$ cat config.mk
export PLATFORM = sky130hd
export DESIGN_NAME = branch_predictor_btb_flat
export DESIGN_NICKNAME = d
export VERILOG_FILES = /design/src/rtl/branch_predictor_btb_if.sv /design/src/rtl/branch_predictor_btb.sv /design/src/flat_wrapper.sv
export SDC_FILE = /design/constraint.sdc
export NUM_CORES = 2
export LEC_CHECK = 0
export BUFFER_PORTS_ARGS = -buffer_cell sky130_fd_sc_hd__buf_4
export CAP_MARGIN = 20
export CORE_ASPECT_RATIO = 1.5
export CORE_UTILIZATION = 50
export CTS_CLUSTER_DIAMETER = 80
export DETAILED_ROUTE_END_ITERATION = 8
export GPL_TIMING_DRIVEN = 0
export PLACE_DENSITY_LB_ADDON = 0.2
export SLEW_MARGIN = 10
export SYNTH_ARGS = -nofsm -noshare
export SYNTH_HDL_FRONTEND = slang
export SYNTH_SLANG_ARGS = --single-unit
$ cat constraint.sdc
create_clock -name clock -period 6.6 [get_ports clock]
set_input_delay 1.32 -clock clock [delete_from_list [all_inputs] [get_ports clock]]
set_output_delay 1.32 -clock clock [all_outputs]
set_load 0.02 [all_outputs]
$ cat src/rtl/branch_predictor_btb_if.sv
// Fetch-side lookup and execute-side resolve bundle for the branch predictor.
// master = pipeline (drives fetch PC and resolved outcomes), slave = predictor.
interface branch_predictor_btb_if #(
  parameter int ADDR_W = 32,
  parameter int HIST_W = 6,
  parameter int CNT_W  = 16
);
  logic [ADDR_W-1:0] fetch_pc;
  logic              pred_taken;
  logic [ADDR_W-1:0] pred_target;
  logic              pred_hit;
  logic [HIST_W-1:0] pred_hist;

  logic              upd_valid;
  logic [ADDR_W-1:0] upd_pc;
  logic              upd_taken;
  logic [ADDR_W-1:0] upd_target;
  logic [HIST_W-1:0] upd_hist;
  logic              upd_mispredict;

  logic [CNT_W-1:0]  branch_count;
  logic [CNT_W-1:0]  mispredict_count;

  modport master (
    output fetch_pc, upd_valid, upd_pc, upd_taken, upd_target, upd_hist, upd_mispredict,
    input  pred_taken, pred_target, pred_hit, pred_hist, branch_count, mispredict_count
  );

  modport slave (
    input  fetch_pc, upd_valid, upd_pc, upd_taken, upd_target, upd_hist, upd_mispredict,
    output pred_taken, pred_target, pred_hit, pred_hist, branch_count, mispredict_count
  );
endinterface

$ cat src/rtl/branch_predictor_btb.sv
// Direct-mapped BTB plus saturating-counter pattern table, bimodal or gshare indexed.
// Lookup is combinational from register state; resolve updates land on the clock edge.
module branch_predictor_btb #(
  parameter int ADDR_W  = 32,
  parameter int INDEX_W = 6,
  parameter int TAG_W   = 8,
  parameter int CTR_W   = 2,
  parameter int MODE    = 0,
  parameter int HIST_W  = 6,
  parameter int CNT_W   = 16
) (
  input logic                    clock,
  input logic                    reset,
  branch_predictor_btb_if.slave  bp
);
  localparam int ENTRIES = 1 << INDEX_W;
  localparam logic [CTR_W-1:0] CTR_INIT = CTR_W'((1 << (CTR_W - 1)) - 1);
  localparam logic [CTR_W-1:0] CTR_MAX  = '1;

  logic [ENTRIES-1:0] valid_q;
  logic [TAG_W-1:0]   tag_q    [ENTRIES];
  logic [ADDR_W-1:0]  target_q [ENTRIES];
  logic [CTR_W-1:0]   ctr_q    [ENTRIES];
  logic [HIST_W-1:0]  ghr_q;
  logic [CNT_W-1:0]   branch_cnt_q;
  logic [CNT_W-1:0]   mispred_cnt_q;

  function automatic logic [INDEX_W-1:0] ctr_index(input logic [ADDR_W-1:0] pc,
                                                   input logic [HIST_W-1:0] hist);
    if (MODE == 1) return pc[INDEX_W+1:2] ^ INDEX_W'(hist);
    else           return pc[INDEX_W+1:2];
  endfunction

  logic [INDEX_W-1:0] f_idx, f_cidx, u_idx, u_cidx;
  logic [TAG_W-1:0]   f_tag, u_tag;
  logic               f_hit, f_taken;
  logic [CTR_W-1:0]   u_ctr;

  assign f_idx   = bp.fetch_pc[INDEX_W+1:2];
  assign f_tag   = bp.fetch_pc[INDEX_W+TAG_W+1:INDEX_W+2];
  assign f_cidx  = ctr_index(bp.fetch_pc, ghr_q);
  assign f_hit   = valid_q[f_idx] && (tag_q[f_idx] == f_tag);
  assign f_taken = f_hit && ctr_q[f_cidx][CTR_W-1];

  assign bp.pred_hit         = f_hit;
  assign bp.pred_taken       = f_taken;
  assign bp.pred_target      = f_taken ? target_q[f_idx] : bp.fetch_pc + ADDR_W'(4);
  assign bp.pred_hist        = ghr_q;
  assign bp.branch_count     = branch_cnt_q;
  assign bp.mispredict_count = mispred_cnt_q;

  assign u_idx  = bp.upd_pc[INDEX_W+1:2];
  assign u_tag  = bp.upd_pc[INDEX_W+TAG_W+1:INDEX_W+2];
  assign u_cidx = ctr_index(bp.upd_pc, bp.upd_hist);
  assign u_ctr  = ctr_q[u_cidx];

  // Only the index/tag bits of the resolve PC (and, in bimodal mode, none of the
  // carried history) feed the tables.
  logic unused_upd_bits;
  assign unused_upd_bits = ^{bp.upd_pc, bp.upd_hist};

  always_ff @(posedge clock or negedge reset) begin
    if (!reset) begin
      valid_q       <= '0;
      ghr_q         <= '0;
      branch_cnt_q  <= '0;
      mispred_cnt_q <= '0;
      for (int i = 0; i < ENTRIES; i++) begin
        tag_q[i]    <= '0;
        target_q[i] <= '0;
        ctr_q[i]    <= CTR_INIT;
      end
    end else if (bp.upd_valid) begin
      if (bp.upd_taken) begin
        if (u_ctr != CTR_MAX) ctr_q[u_cidx] <= u_ctr + CTR_W'(1);
        valid_q[u_idx]  <= 1'b1;
        tag_q[u_idx]    <= u_tag;
        target_q[u_idx] <= bp.upd_target;
      end else if (u_ctr != '0) begin
        ctr_q[u_cidx] <= u_ctr - CTR_W'(1);
      end
      // History is architectural: shifted only when a branch resolves.
      if (MODE == 1) ghr_q <= HIST_W'({ghr_q, bp.upd_taken});
      if (branch_cnt_q != '1) branch_cnt_q <= branch_cnt_q + CNT_W'(1);
      if (bp.upd_mispredict && (mispred_cnt_q != '1))
        mispred_cnt_q <= mispred_cnt_q + CNT_W'(1);
    end
  end
endmodule
$ cat src/flat_wrapper.sv
// flat-port wrapper written by rule: the top's interface ports become plain ports
module branch_predictor_btb_flat 
#(
  parameter int ADDR_W  = 32,
  parameter int INDEX_W = 6,
  parameter int TAG_W   = 8,
  parameter int CTR_W   = 2,
  parameter int MODE    = 0,
  parameter int HIST_W  = 6,
  parameter int CNT_W   = 16
)
  (clock, reset, bp_fetch_pc, bp_upd_valid, bp_upd_pc, bp_upd_taken, bp_upd_target, bp_upd_hist, bp_upd_mispredict, bp_pred_taken, bp_pred_target, bp_pred_hit, bp_pred_hist, bp_branch_count, bp_mispredict_count);
  branch_predictor_btb_if #(.ADDR_W(ADDR_W), .HIST_W(HIST_W), .CNT_W(CNT_W)) bp_i ();
  input logic clock;
  input logic reset;
  input wire logic [$bits(bp_i.fetch_pc)-1:0] bp_fetch_pc;
  input wire logic [$bits(bp_i.upd_valid)-1:0] bp_upd_valid;
  input wire logic [$bits(bp_i.upd_pc)-1:0] bp_upd_pc;
  input wire logic [$bits(bp_i.upd_taken)-1:0] bp_upd_taken;
  input wire logic [$bits(bp_i.upd_target)-1:0] bp_upd_target;
  input wire logic [$bits(bp_i.upd_hist)-1:0] bp_upd_hist;
  input wire logic [$bits(bp_i.upd_mispredict)-1:0] bp_upd_mispredict;
  output wire logic [$bits(bp_i.pred_taken)-1:0] bp_pred_taken;
  output wire logic [$bits(bp_i.pred_target)-1:0] bp_pred_target;
  output wire logic [$bits(bp_i.pred_hit)-1:0] bp_pred_hit;
  output wire logic [$bits(bp_i.pred_hist)-1:0] bp_pred_hist;
  output wire logic [$bits(bp_i.branch_count)-1:0] bp_branch_count;
  output wire logic [$bits(bp_i.mispredict_count)-1:0] bp_mispredict_count;
  assign bp_i.fetch_pc = bp_fetch_pc;
  assign bp_i.upd_valid = bp_upd_valid;
  assign bp_i.upd_pc = bp_upd_pc;
  assign bp_i.upd_taken = bp_upd_taken;
  assign bp_i.upd_target = bp_upd_target;
  assign bp_i.upd_hist = bp_upd_hist;
  assign bp_i.upd_mispredict = bp_upd_mispredict;
  assign bp_pred_taken = bp_i.pred_taken;
  assign bp_pred_target = bp_i.pred_target;
  assign bp_pred_hit = bp_i.pred_hit;
  assign bp_pred_hist = bp_i.pred_hist;
  assign bp_branch_count = bp_i.branch_count;
  assign bp_mispredict_count = bp_i.mispredict_count;
  branch_predictor_btb #(.ADDR_W(ADDR_W), .INDEX_W(INDEX_W), .TAG_W(TAG_W), .CTR_W(CTR_W), .MODE(MODE), .HIST_W(HIST_W), .CNT_W(CNT_W)) u_core (.clock(clock), .reset(reset), .bp(bp_i));
endmodule
==> impl_metrics.json <==
{
  "status": "complete, but fails checks",
  "failed_checks": "setup timing",
  "period_minus_slack_ps": 6680,
  "routed.top_layer": "met5",
  "wire_per_inst_um": 34.4,
  "yosysTopAreaCellShare_pct": 53.6,
  "fmax_mhz": 150,
  "die_area_um2": 256000,
  "power.internal_uw": 30400,
  "switching_share_pct": 25.1,
  "drcViolationCount": 0,
  "crit_fanout": 10,
  "drt_wl_total_um": 413000,
  "cp_common_cell": "buf_4",
  "cts_made_buffers": 278,
  "dp_hpwl_um": 298000,
  "ir_worst_vdd_mv": 0.192,
  "ys_seq_area_share_pct": 54.9,
  "cp.arrival_ps": 5360,
  "worst-path-buf-inv": 8,
  "critPathLaunchType": "input pin",
  "ys_warn_count": 6,
  "vias": 75661,
  "power_uw": 40600,
  "cts.sinks": 2784,
  "worstMarginPinSlew_ps": 1290,
  "final_area_um2": 144000,
  "ys_ff_latch": 2784,
  "combPwrFrac_pct": 12.0,
  "pin_count": 179,
  "first_iter_violations": 6447,
  "track_usage_pct": 32.7,
  "criticalPathCategory": "input pin to output port",
  "cts-root-buf": "clkbuf_16",
  "power.switching_uw": 10200,
  "row_count": 226,
  "fin_nets": 8605,
  "clk_pin_slew_ps": 60,
  "dr_wl_met3_um": 28000,
  "synthTopCellsByArea": "dfrtp_1 54%, mux2_2 23%, mux4_2 14%, clkbuf_1 1.8%, dfstp_2 1.3%",
  "antenna_left": 0,
  "dr.pass1.iters": 6,
  "grt_max_degree": 181,
  "dr_wl_met2_um": 200000,
  "grt_pass1_wl_um": 590000,
  "slowest_stage": "clkbuf_2",
  "synth-main-ff-cell": "dfrtp_1",
  "hold_class": "input pin to asynchronous set/reset pin",
  "port_buffers": 101,
  "cp.required_ps": 5280,
  "postPlaceCellArea_um2": 133000,
  "endpoint_kind": "output port",
  "wl_met1_um": 148000,
  "fin_skew_ps": 41.8,
  "insertion_delay_ps": 870,
  "final_cell_mix": "2,720 x dfrtp_1, 2,640 x mux2_2, 805 x mux4_2",
  "setup_tns_ps": -637,
  "htree_levels": 5,
  "yosys.cell_types.count": 65,
  "clockPowerShare_pct": 40.2,
  "synthesis.area_um2": 127000,
  "slowest_delay_ps": 650,
  "core_um2": 253000,
  "maxCapViolCount": 0,
  "die_w_um": 414,
  "p_leak_uw": 0.0667,
  "final.setup.worst_slack_ps": -79.6,
  "grt_overflow": 0,
  "timing.final.crit_share_pct": 101,
  "cts_tree": "done",
  "routed_via_density": 6.30,
  "hold_viol": 0,
  "powerDensity_nw_per_um2": 282,
  "timing.final.max_slew_violations": 0,
  "slew_headroom_pct": 14.0,
  "die_h_um": 619,
  "async_flop_share_pct": 100,
  "drive_gt1_share_pct": 52.0,
  "grt_pass1_vias": 80769,
  "p_seq_share_pct": 47.8,
  "syn_to_final_growth_pct": 13.5,
  "yosysTopAreaCell": "dfrtp_1",
  "synthCells": 8000,
  "layout_commonest_cell": "dfrtp_1",
  "place_congestion": 0.944,
  "syn_area_per_cell_um2": 15.9,
  "rsz0062_at_grt": "no",
  "start_util_pct": 50.3,
  "path_delay_family": "buffers and inverters",
  "setup_viol": 20,
  "clock_path_buffers": 4,
  "cp_cell_sequence": "buf_4, buf_2, buf_4, buf_4, buf_4, clkbuf_16, clkbuf_2, mux4_2, mux4_2, mux2_4, buf_4",
  "antenna_found_initial": 24,
  "synth_edf_count": 0,
  "dp_slack_ps": -2400
}
metrics by stage:
step / std cells / hold slack [ps] / util [%]
after CTS: 11989 / 439 / 57.0
after global placement: 11412 / 446 / 52.2
after floorplan: 8005 / 434 / -
after global routing: 12003 / 469 / 57.0
final: 12011 / 434 / 57.0
after detailed placement: 11492 / 450 / 52.8
path summary, 6_finish.rpt:
kind                                    start  cells after the start  slack (ps)                         to
max                            bp_fetch_pc[5]                     11         -80          bp_pred_target[8]
min reg2reg                u_core.valid_q[24]                      1         470         u_core.valid_q[24]
min in group clock         u_core.valid_q[24]                      1         470         u_core.valid_q[24]
max reg2reg                         flip-flop                     13        2290          u_core.ctr_q[123]
min                                     reset                      1         430  u_core.bp.branch_count[3]
max in group asynchronous               reset                      6        2010        u_core.target_q[71]
sequential cells by signal, indices dropped and copies added (netlist names), named ones only:
register                    count
u_core.target_q              2048
u_core.tag_q                  512
u_core.ctr_q                   64
u_core.valid_q                 64
u_core.bp.branch_count         16
u_core.bp.mispredict_count     16
routing by layer:
| metal | GRT usage, % | up-vias |
|---|---|---|
| li1 | - | 30552 |
| met4 | 23.9 | 20 |
| met5 | 0 | - |
| met3 | 6.65 | 1094 |
| met2 | 52.8 | 2950 |
| met1 | 38.6 | 41045 |
cell families (layout without fill, tap and decap cells):
group	after synthesis	count (layout)	share of synthesized area (%)
buffers and inverters	817	1507	2.71
AND/OR/NAND/NOR	532	532	2.02
other	1	16	0.00295
XOR/XNOR	66	66	0.455
multiplexers	3547	3547	38.6
AO/OA/AOI/OAI	248	248	1.30
flip-flops	2784	2784	54.9
adder cells (fa/ha/maj)	5	5	0.0492
power by group through the flow:
stage	combinational, uW	clock (uW)	sequential (uW)
2_1_floorplan	2980	0	19400
3_3_place_gp	4530	0	19600
3_5_place_dp	4740	0	19700
4_1_cts	4860	16500	19400
5_1_grt	5140	17100	19600
6_report	4860	16300	19400
cell usage after synthesis (4+ instances only):
master    number
a211oi_1       7
a21oi_1       22
a22o_1         8
a22oi_1       86
a31oi_1        6
and2_1        12
and3_1        20
and3b_1        4
buf_1         60
buf_2        100
buf_4         21
buf_6         18
clkbuf_1     608
dfrtp_1     2720
dfstp_2       64
ha_1           5
inv_1          7
mux2_2      2641
mux2_4        29
mux2i_1       72
mux4_2       805
nand2_1      203
nand2b_1       7
nand3_1       28
nand4_1       29
nor2_1       107
nor2b_1       11
nor3_1        16
nor3b_1        6
nor4_1         6
o211ai_1       4
o21ai_0       76
o221ai_1       4
o22ai_1        7
or2_2         68
xnor2_1       44
xor2_1        22
timing repair:
action / 4_1_cts / 5_1_grt
pin swaps: 3 / 5
hold buffers: 0 / 0
gates cloned: 2 / 0
endpoints found under the setup margin: 34 / 18
gates resized for setup: 369 / 12
buffers inserted: 15 / 8
cell type report:
class | count | area, um2
Buffer | 804 | 4490
Multi-Input combinational cell | 4404 | 54200
Timing Repair Buffer | 213 | 2420
Inverter | 8 | 30.0
Sequential cell | 2784 | 69700
Tap cell | 3306 | 4140
Clock buffer | 411 | 8310
Fill cell | 19755 | 109000
Clock inverter | 71 | 881
Antenna cell | 10 | 25.0
Power figures use the tool's default switching activity.
